### config.mk
export PLATFORM = sky130hd
export DESIGN_NAME = mem_arbiter
export DESIGN_NICKNAME = d
export VERILOG_FILES = /design/src/rtl/mem_arb_pkg.sv /design/src/rtl/mem_arb_prio.sv /design/src/rtl/mem_arbiter.sv
export SDC_FILE = /design/constraint.sdc
export NUM_CORES = 1
export LEC_CHECK = 0
export ABC_CLOCK_PERIOD_IN_PS = 4200
export BUFFER_PORTS_ARGS = -buffer_cell sky130_fd_sc_hd__buf_2
export CAP_MARGIN = 20
export CORE_MARGIN = 2
export CORE_UTILIZATION = 50
export DETAILED_ROUTE_END_ITERATION = 10
export PLACE_DENSITY = 0.9
export SETUP_SLACK_MARGIN = 0.05
export SLEW_MARGIN = 20
export SYNTH_ARGS = -nofsm -noshare
export SYNTH_HDL_FRONTEND = slang
export SYNTH_SLANG_ARGS = --single-unit
### constraint.sdc
create_clock -name clk -period 4.2 [get_ports clk]
set_input_delay 0.21 -clock clk [delete_from_list [all_inputs] [get_ports clk]]
set_output_delay 0.21 -clock clk [all_outputs]
set_load 0.02 [all_outputs]
### src/rtl/mem_arb_pkg.sv
// rtl/mem_arb_pkg.sv - shared types, constants and address check for the memory arbiter
package mem_arb_pkg;

    localparam int DEF_ADDR_W   = 13;
    localparam int DEF_MAX_WAIT = 4;

    localparam logic PORT_IF = 1'b0;
    localparam logic PORT_D  = 1'b1;

    typedef enum logic [1:0] {
        IDLE   = 2'd0,
        ACCESS = 2'd1,
        RESP   = 2'd2
    } state_t;

    // A byte address is bad when it is not word aligned or lies above the memory.
    function automatic logic addr_bad(input logic [31:0] addr, input int addr_w);
        logic [31:0] w_hi;
        w_hi = addr >> (addr_w + 2);
        return (addr[1:0] != 2'b00) || (w_hi != 32'd0);
    endfunction

endpackage

### src/rtl/mem_arb_prio.sv
// rtl/mem_arb_prio.sv - data-first grant logic with fetch anti-starvation counter
module mem_arb_prio
    import mem_arb_pkg::*;
#(
    parameter int MAX_WAIT = DEF_MAX_WAIT
) (
    input  logic clk,
    input  logic rst_n,
    input  logic i_if_valid,
    input  logic i_d_valid,
    input  logic i_idle,
    output logic o_grant_if,
    output logic o_grant_d
);

    localparam logic [3:0] W_MAX = 4'(MAX_WAIT);

    logic [3:0] r_wait_cnt;
    logic       w_if_prio;

    // Fetch takes over once it has lost MAX_WAIT rounds in a row.
    assign w_if_prio  = (r_wait_cnt == W_MAX);
    assign o_grant_if = i_idle & i_if_valid & (~i_d_valid | w_if_prio);
    assign o_grant_d  = i_idle & i_d_valid & ~(i_if_valid & w_if_prio);

    // Count data wins that left a fetch waiting; a fetch grant resets the count.
    always_ff @(posedge clk or negedge rst_n) begin
        if (!rst_n) begin
            r_wait_cnt <= 4'd0;
        end else if (o_grant_if) begin
            r_wait_cnt <= 4'd0;
        end else if (o_grant_d && i_if_valid && (r_wait_cnt != W_MAX)) begin
            r_wait_cnt <= r_wait_cnt + 4'd1;
        end
    end

endmodule

### src/rtl/mem_arbiter.sv
// rtl/mem_arbiter.sv - fetch/data arbiter and sequencer for the single-port main memory
module mem_arbiter
    import mem_arb_pkg::*;
#(
    parameter int ADDR_W   = DEF_ADDR_W,
    parameter int MAX_WAIT = DEF_MAX_WAIT
) (
    input  logic        clk,
    input  logic        rst_n,
    input  logic        if_req_valid,
    output logic        if_req_ready,
    input  logic [31:0] if_req_addr,
    output logic        if_rsp_valid,
    input  logic        if_rsp_ready,
    output logic [31:0] if_rsp_data,
    output logic        if_rsp_err,
    input  logic        d_req_valid,
    output logic        d_req_ready,
    input  logic        d_req_we,
    input  logic [31:0] d_req_addr,
    input  logic [31:0] d_req_wdata,
    output logic        d_rsp_valid,
    input  logic        d_rsp_ready,
    output logic [31:0] d_rsp_data,
    output logic        d_rsp_err,
    output logic [31:0] mem_address,
    output logic        mem_read_enable,
    output logic        mem_write_enable,
    output logic [31:0] mem_data_in,
    input  logic [31:0] mem_data_out,
    output logic        busy
);

    state_t      r_state;
    logic        r_port;
    logic        r_we;

    logic        w_idle;
    logic        w_grant_if;
    logic        w_grant_d;
    logic        w_accept;
    logic        w_we;
    logic [31:0] w_addr;
    logic        w_err;
    logic        w_rsp_take;

    assign w_idle = (r_state == IDLE);

    mem_arb_prio #(
        .MAX_WAIT (MAX_WAIT)
    ) u_prio (
        .clk        (clk),
        .rst_n      (rst_n),
        .i_if_valid (if_req_valid),
        .i_d_valid  (d_req_valid),
        .i_idle     (w_idle),
        .o_grant_if (w_grant_if),
        .o_grant_d  (w_grant_d)
    );

    assign if_req_ready = w_grant_if;
    assign d_req_ready  = w_grant_d;
    assign w_accept     = w_grant_if | w_grant_d;

    // Winner's request fields; fetch never writes.
    assign w_we       = w_grant_d & d_req_we;
    assign w_addr     = w_grant_d ? d_req_addr : if_req_addr;
    assign w_err      = addr_bad(w_addr, ADDR_W);
    assign w_rsp_take = (r_port == PORT_D) ? d_rsp_ready : if_rsp_ready;

    // Sequencer: accept in IDLE, one memory cycle in ACCESS, hold the response in RESP.
    always_ff @(posedge clk or negedge rst_n) begin
        if (!rst_n) begin
            r_state          <= IDLE;
            r_port           <= PORT_IF;
            r_we             <= 1'b0;
            if_rsp_valid     <= 1'b0;
            if_rsp_data      <= 32'd0;
            if_rsp_err       <= 1'b0;
            d_rsp_valid      <= 1'b0;
            d_rsp_data       <= 32'd0;
            d_rsp_err        <= 1'b0;
            mem_address      <= 32'd0;
            mem_read_enable  <= 1'b0;
            mem_write_enable <= 1'b0;
            mem_data_in      <= 32'd0;
            busy             <= 1'b0;
        end else begin
            case (r_state)
                IDLE: begin
                    if (w_accept) begin
                        r_port <= w_grant_d ? PORT_D : PORT_IF;
                        r_we   <= w_we;
                        busy   <= 1'b1;
                        if (w_err) begin
                            // Bad address: answer straight away without touching memory.
                            r_state <= RESP;
                            if (w_grant_d) begin
                                d_rsp_valid <= 1'b1;
                                d_rsp_data  <= 32'd0;
                                d_rsp_err   <= 1'b1;
                            end else begin
                                if_rsp_valid <= 1'b1;
                                if_rsp_data  <= 32'd0;
                                if_rsp_err   <= 1'b1;
                            end
                        end else begin
                            r_state          <= ACCESS;
                            mem_address      <= 32'(w_addr[ADDR_W+1:2]);
                            mem_read_enable  <= ~w_we;
                            mem_write_enable <= w_we;
                            if (w_we) begin
                                mem_data_in <= d_req_wdata;
                            end
                        end
                    end
                end
                ACCESS: begin
                    r_state          <= RESP;
                    mem_read_enable  <= 1'b0;
                    mem_write_enable <= 1'b0;
                    if (r_port == PORT_D) begin
                        d_rsp_valid <= 1'b1;
                        d_rsp_data  <= r_we ? 32'd0 : mem_data_out;
                        d_rsp_err   <= 1'b0;
                    end else begin
                        if_rsp_valid <= 1'b1;
                        if_rsp_data  <= mem_data_out;
                        if_rsp_err   <= 1'b0;
                    end
                end
                RESP: begin
                    if (w_rsp_take) begin
                        r_state      <= IDLE;
                        busy         <= 1'b0;
                        if_rsp_valid <= 1'b0;
                        if_rsp_data  <= 32'd0;
                        if_rsp_err   <= 1'b0;
                        d_rsp_valid  <= 1'b0;
                        d_rsp_data   <= 32'd0;
                        d_rsp_err    <= 1'b0;
                    end
                end
                default: begin
                    r_state <= IDLE;
                end
            endcase
        end
    end

endmodule

==> flow_summary.yaml, run 1 <==
cells_and_area:
  n_fill_cell: 681
  stdcell_count: 1009
  area.growth.synth_to_final_pct: 45.6
  final_nets: 997
  drive_above_1_share: 0.395
  antenna_cells: 0
  fin_util: 0.751
pwr:
  power_switching_mw: 1.12
  clockPowerShare: 0.398
  finalPower_mw: 3.43
  combPwrFrac: 0.218
  p_per_area_nw_per_um2: 419
  p_int_mw: 2.31
  power.leakage_nw: 4.40
  switching_share: 0.326
  ir_worst_vdd_mv: 0.301
  p_seq_frac: 0.384
critical_path:
  worst-path-buf-inv: 3
  worstPathRequired_ns: 4.58
  arrival_ns: 3.88
  cp_max_fo: 21
  cpMostUsedCell: "buf_4"
  path_class: "flop to flop"
  startpoint_type: "flop"
  r2r_end: "d_rsp_data[28]"
  rr_startpoint: "r_state[0]"
  critical-path-top-delay-family: "simple AND/OR/NAND/NOR gates"
  cp_slowest_stage_delay_ns: 0.71
  rrSetupSlack_ns: 0.70
  crit_path_end_kind: "flop"
  reg2reg_depth: 9
  path_cells: "inv_1, ha_1, nand3_4, or3_1, a21oi_2, buf_4, or2_1, buf_4, o21ai_0"
  cp.depth: 9
  cp_slowest_cell: "or2_1"
flow_run:
  cap_violations: 0
logic_synthesis:
  syn_avg_cell_area_sq_um: 10.5
  synthFlopType: "dfrtp_1"
  synth_edf_count: 0
  synth_top_area_frac: 0.552
  synth_area_leader_cell: "dfrtp_1"
  synth-warning-count: 0
  ys_async_sr_fraction: 1.00
  synth_area_sq_um: 5620
  synth_seq_area_share: 0.552
  ys_types: 38
  synth_area_leaders: "dfrtp_1 (55%), o21ai_0 (7.0%), mux2_2 (6.2%)"
  syn-instance-count: 536
  ys_ff_latch: 124
drt:
  wl_per_cell_um: 18.1
  wl_met1_um: 6520
  wl_met2_um: 9360
  firstDrtPassIters: 5
  drt-vias-per-instance: 5.32
  highest_layer: "met4"
  routed_wl_um: 18200
  initialDrtViolationCount: 365
  wl_met3_um: 1360
  vias: 5372
  drc_errors: 0
  ant_nets: 0
floorplan:
  num_rows: 38
  core_area_sq_um: 10900
  io_pins: 272
  die_x_um: 110
  dieArea_sq_um: 12100
  initial_core_util: 0.516
  die_h_um: 110
timing:
  maxSlewHeadroom: 0.419
  finalCritPeriodShare: 0.834
  fmax_mhz: 285
  rsz0062_at_grt: "no"
  tightest_slew_ns: 0.871
  hold_viol: 0
  fin_crit_ns: 3.50
  tns_ns: 0
  report.final.slew_viol_count: 0
  fin_skew_ns: 0.0170
  setup_viol: 0
clocking:
  numCtsBuffers: 17
  cts_max_level: 4
  cts_resized: 0
  clk_latency_ns: 0.51
  cts.sinks: 124
  clk_transition_reported_paths_ns: 0.06
  cts_tree: "done"
  clockRootBuffer: "clkbuf_8"
  clk_path_buf_depth: 2
placement:
  dp_cells: 904
  portBuffers: 252
  gp_congestion: 0.861
  dp_hpwl_um: 11300
global_route:
  antenna_found_initial: 0
  grt_pass1_wl_um: 27200
  grt_overflow: 0
  globalRouteTotalUtil: 0.302
  grt_max_degree: 67
  grt_pass1_vias: 5384
run_status:
  status: "finished, final reports clean"
hold_path:
  hold_depth: 3
  holdPathEnd: "mem_address[5]"
  min_from: "if_req_addr[7]"
  min_path_type: "input pin to flop"
-- placed cells by master (no fill, tap or decap), drive strengths merged, types with 2 or more instances in the layout --
master | netlist | routed
clkinv | 0 | 8
dlygate4sd3 | 0 | 73
o21ai | 79 | 79
a31oi | 2 | 2
or3 | 5 | 5
a21oi | 19 | 19
ha | 6 | 6
dfrtp | 124 | 124
nor3 | 5 | 5
nand4 | 2 | 2
clkbuf | 15 | 17
mux2 | 47 | 47
buf | 35 | 260
nand3 | 36 | 36
inv | 43 | 47
clkinvlp | 0 | 2
nand2 | 44 | 44
nor4 | 12 | 12
conb | 1 | 19
a22o | 2 | 2
o211ai | 2 | 2
nor2 | 33 | 33
mux2i | 16 | 16
-- timing repair --
action | in CTS | in global routing
endpoints found under the hold margin | 134 | 0
hold buffers | 73 | 0
setup buffers | 0 | 0
-- logic make-up (layout without fill, tap and decap cells) --
kind of cell,count (synthesis),count (layout),share of synthesized area
buf+inv,93,408,0.0831
mux,63,63,0.129
xor+xnor,1,1,0.00156
other cells,1,19,0.000667
compound gates,106,106,0.0995
flops,124,124,0.552
simple gates,142,142,0.120
fa+ha+maj,6,6,0.0134
-- area by class of cell --
cell class / instances / area (sq um) / area share
clock inverter: 15 / 139 / 0.0170
sequential: 124 / 3100 / 0.379
timing repair buffer: 333 / 2050 / 0.251
multi-input combinational: 337 / 2130 / 0.261
inverter: 43 / 161 / 0.0197
tap: 140 / 175 / 0.0214
clock buffer: 17 / 414 / 0.0506
-- worst max-delay path by stage --
stage                               startpoint             end  slack [ns]
after floorplan           u_prio.r_wait_cnt[0]  d_rsp_data[10]        1.82
after detailed placement            r_state[0]  d_rsp_data[31]        0.70
after global routing                r_state[0]  d_rsp_data[15]        0.51
after global placement              r_state[0]  d_rsp_data[28]        0.81
after CTS                           r_state[0]  d_rsp_data[31]        0.69
final                               r_state[0]  d_rsp_data[28]        0.70
-- sequential cells by signal, indices dropped and copies added (netlist names), 2 cells and up --
name	count
r_state	2
d_rsp_data	32
mem_address	13
if_rsp_data	32
mem_data_in	32
u_prio.r_wait_cnt	4
-- stage by stage --
stage               hold slack, ns  setup slack [ns]  instance area [sq um]
floorplan                  -0.0856              1.82                   5690
global placement             0.292             0.811                   6890
detailed placement           0.293             0.701                   6890
CTS                        0.00202             0.685                   8180
global route               0.00302             0.505                   8180
finish                      0.0234             0.697                   8180
-- cells in the mapped netlist (2+ instances only) --
library cell	instances
a21oi_1	18
a22o_1	2
a31oi_1	2
buf_2	12
buf_4	19
buf_6	2
clkbuf_1	15
dfrtp_1	124
ha_1	6
inv_1	42
mux2_1	6
mux2_2	31
mux2_4	10
mux2i_1	16
nand2_1	44
nand3_1	35
nand4_1	2
nor2_1	33
nor3_1	5
nor4_1	12
o211ai_1	2
o21ai_0	79
or3_1	4
-- worst min-delay path: cells and delay by family --
family	cells	cell delay (ns)
AOI/OAI and AO/OA	1	0.13
buffers and inverters	1	0.08
muxes	1	0.06
-- per-layer routing --
layer  GRT usage  vias up
met5           0        -
met4       0.175        0
met3      0.0711       70
met2       0.534      334
met1       0.331     2536
li1            -     2432
-- power by group through the flow --
| stage | registers [mW] | logic, mW | clock network [mW] |
|---|---|---|---|
| after floorplan | 1.34 | 0.472 | 0 |
| after global placement | 1.33 | 0.652 | 0 |
| after detailed placement | 1.33 | 0.665 | 0 |
| after CTS | 1.31 | 0.734 | 1.38 |
| after global routing | 1.33 | 0.804 | 1.44 |
| final | 1.32 | 0.748 | 1.36 |
Note: power is estimated with default switching activity, not from simulation.
==> inputs of run 2 (changes only) <==
--- a/config.mk
+++ b/config.mk
@@ -5,13 +5,13 @@
 export SDC_FILE = /design/constraint.sdc
 export NUM_CORES = 1
 export LEC_CHECK = 0
-export ABC_CLOCK_PERIOD_IN_PS = 4200
+export ABC_CLOCK_PERIOD_IN_PS = 3500
 export BUFFER_PORTS_ARGS = -buffer_cell sky130_fd_sc_hd__buf_2
 export CAP_MARGIN = 20
 export CORE_MARGIN = 2
-export CORE_UTILIZATION = 50
+export CORE_UTILIZATION = 46
 export DETAILED_ROUTE_END_ITERATION = 10
-export PLACE_DENSITY = 0.9
+export PLACE_DENSITY = 0.84
 export SETUP_SLACK_MARGIN = 0.05
 export SLEW_MARGIN = 20
 export SYNTH_ARGS = -nofsm -noshare
==> constraint.sdc (replaced) <==
create_clock -name clk -period 3.5 [get_ports clk]
set_input_delay 0.175 -clock clk [delete_from_list [all_inputs] [get_ports clk]]
set_output_delay 0.175 -clock clk [all_outputs]
set_load 0.02 [all_outputs]
==> run 2 against run 1 <==
Against the previous run:
- clock power rose by 39%
- register-to-register slack gained 0.19 ns
- final cell count decreased by 3.3%
- critical path type unchanged
- largest power group unchanged
- largest cell class unchanged
- wire length decreased by 14%
==> flow_summary.yaml, run 2 (synthesis gave the netlist of run 1 again) <==
run_status:
  status: "finished, final reports clean"
cells_and_area:
  drive_above_1_share: 0.415
  biggestRegsByFlops: "d_rsp_data: 32 flops, if_rsp_data: 32 flops, mem_data_in: 32 flops"
  n_fill_cell: 963
  final_area_sq_um: 7870
  final_common_cell: "buf_2"
  mostFrequentLayoutCells: "buf_2 (251), dfrtp_1 (124), o21ai_0 (79), nand2_1 (44), inv_1 (42)"
  fin_util: 0.658
  area.growth.synth_to_final_pct: 40.1
  final_nets: 956
critical_path:
  critical-path-top-delay-family: "simple AND/OR/NAND/NOR gates"
  path_cells: "inv_1, ha_1, nand3_4, or3_1, a21oi_2, or2_1, buf_4, mux2_1"
  startpoint_type: "flop"
  cp_max_fo: 34
  arrival_ns: 2.89
  crit_path_end_kind: "flop"
  worstPathRequired_ns: 3.78
  worst-path-buf-inv: 2
  rr_startpoint: "r_state[0]"
  cp_slowest_cell: "or3_1"
  path_class: "flop to flop"
  rrSetupSlack_ns: 0.89
  reg2reg_depth: 8
  cp_slowest_stage_delay_ns: 0.45
  r2r_end: "d_rsp_data[14]"
timing:
  finalCritPeriodShare: 0.746
  tightest_slew_ns: 0.610
  fin_crit_ns: 2.61
  rsz0062_at_grt: "no"
  hold_viol: 0
  fin_skew_ns: 0.00886
  report.final.slew_viol_count: 0
  tns_ns: 0
  maxSlewHeadroom: 0.593
  setup_viol: 0
  fmax_mhz: 383
clocking:
  cts_tree: "done"
  cts.sinks: 124
  clockRootBuffer: "clkbuf_16"
  clk_latency_ns: 0.40
  holdBufCountCts: 30
  post-cts-setup-buffers: 0
  cts_max_level: 4
  clk_path_buf_depth: 2
  clk_transition_reported_paths_ns: 0.06
  numCtsBuffers: 17
  cts_resized: 0
pwr:
  combPwrFrac: 0.193
  p_seq_frac: 0.368
  p_per_area_nw_per_um2: 546
  switching_share: 0.297
  clockPowerShare: 0.440
  p_int_mw: 3.02
  finalPower_mw: 4.30
  power.leakage_nw: 4.26
  ir_worst_vdd_mv: 0.292
  power_switching_mw: 1.28
global_route:
  grt_pass1_vias: 4809
  grt_max_degree: 82
  globalRouteTotalUtil: 0.241
  use_met3: 0.0524
  grt_overflow: 0
  gr-usage-met2: 0.417
  gr-usage-met1: 0.278
  busiest_layer: "met2"
  grt_pass1_wl_um: 24300
  antenna_found_initial: 2
floorplan:
  initial_core_util: 0.470
  core_area_sq_um: 12000
  dieArea_sq_um: 13100
  die_x_um: 115
  io_pins: 272
  die_h_um: 115
  num_rows: 40
drt:
  firstDrtPassIters: 5
  vias: 4976
  drc_errors: 0
  ant_nets: 0
  initialDrtViolationCount: 377
  drt-vias-per-instance: 5.10
  routed_wl_um: 15600
  wl_per_cell_um: 16.0
placement:
  portBuffers: 252
  dp_hpwl_um: 11200
  postPlaceCellArea_sq_um: 6930
  gp_congestion: 0.942
flow_run:
  cap_violations: 0
hold_path:
  min_from: "d_req_wdata[1]"
  min_path_type: "input pin to flop"
  hold_depth: 2
  holdPathEnd: "mem_data_in[1]"
## run 2: cell types whose count changed in the layout (fill, tap and decap cells not counted)
cell,delta
bufinv_16,+3
nor2_2,-1
nor2_1,+1
clkinv_2,-3
clkbuf_16,+1
clkinv_4,-2
diode_2,+2
buf_4,+1
clkbuf_8,+1
inv_6,-2
clkinvlp_4,+1
dlygate4sd3_1,-43
buf_12,+1
## run 2: per-layer routing
metal | wire length [um] | vias up
li1 | - | 2351
met2 | 8060 | 236
met1 | 6060 | 2356
met5 | 5 | -
met3 | 988 | 31
met4 | 539 | 2
## run 2: layout make-up
class	count	area [sq um]	area share
diodes	2	5.00	0.000636
clock buffers	19	453	0.0575
clock inverters	12	186	0.0237
inverters	43	161	0.0205
multi-input cells	337	2130	0.270
flip-flops and latches	124	3100	0.394
well taps	147	184	0.0234
repair buffers	292	1650	0.210
## run 2: worst max-delay path by stage
stage	endpoint	start	cells after the start	slack, ns
floorplan	d_rsp_data[10]	u_prio.r_wait_cnt[0]	11	1.12
global placement	d_rsp_data[0]	r_state[0]	8	0.94
detailed placement	d_rsp_data[3]	r_state[1]	8	0.92
CTS	d_rsp_data[14]	r_state[0]	8	0.91
global route	d_rsp_data[1]	r_state[1]	8	0.73
finish	d_rsp_data[14]	r_state[0]	8	0.89
## run 2: worst register-to-register path, stage by stage (launching register included)
cell	delay [ns]
dfrtp_1	0.41
inv_1	0.09
ha_1	0.37
nand3_4	0.12
or3_1	0.45
a21oi_2	0.19
or2_1	0.12
buf_4	0.36
mux2_1	0.38
## run 2: power groups by stage
stage	Clock, mW	Sequential (mW)	Combinational [mW]
floorplan	0	1.60	0.567
global placement	0	1.60	0.792
detailed placement	0	1.60	0.807
CTS	1.92	1.58	0.834
global route	1.99	1.59	0.912
finish	1.89	1.58	0.828
## run 2: metrics by stage
stage                     setup WS, ns  instances  hold WS (ns)
after CTS                        0.907        974     0.0000921
after global routing             0.733        976       0.00505
final                            0.887        976        0.0158
after global placement           0.938        913         0.206
after detailed placement         0.921        913         0.213
after floorplan                   1.12        554        -0.121
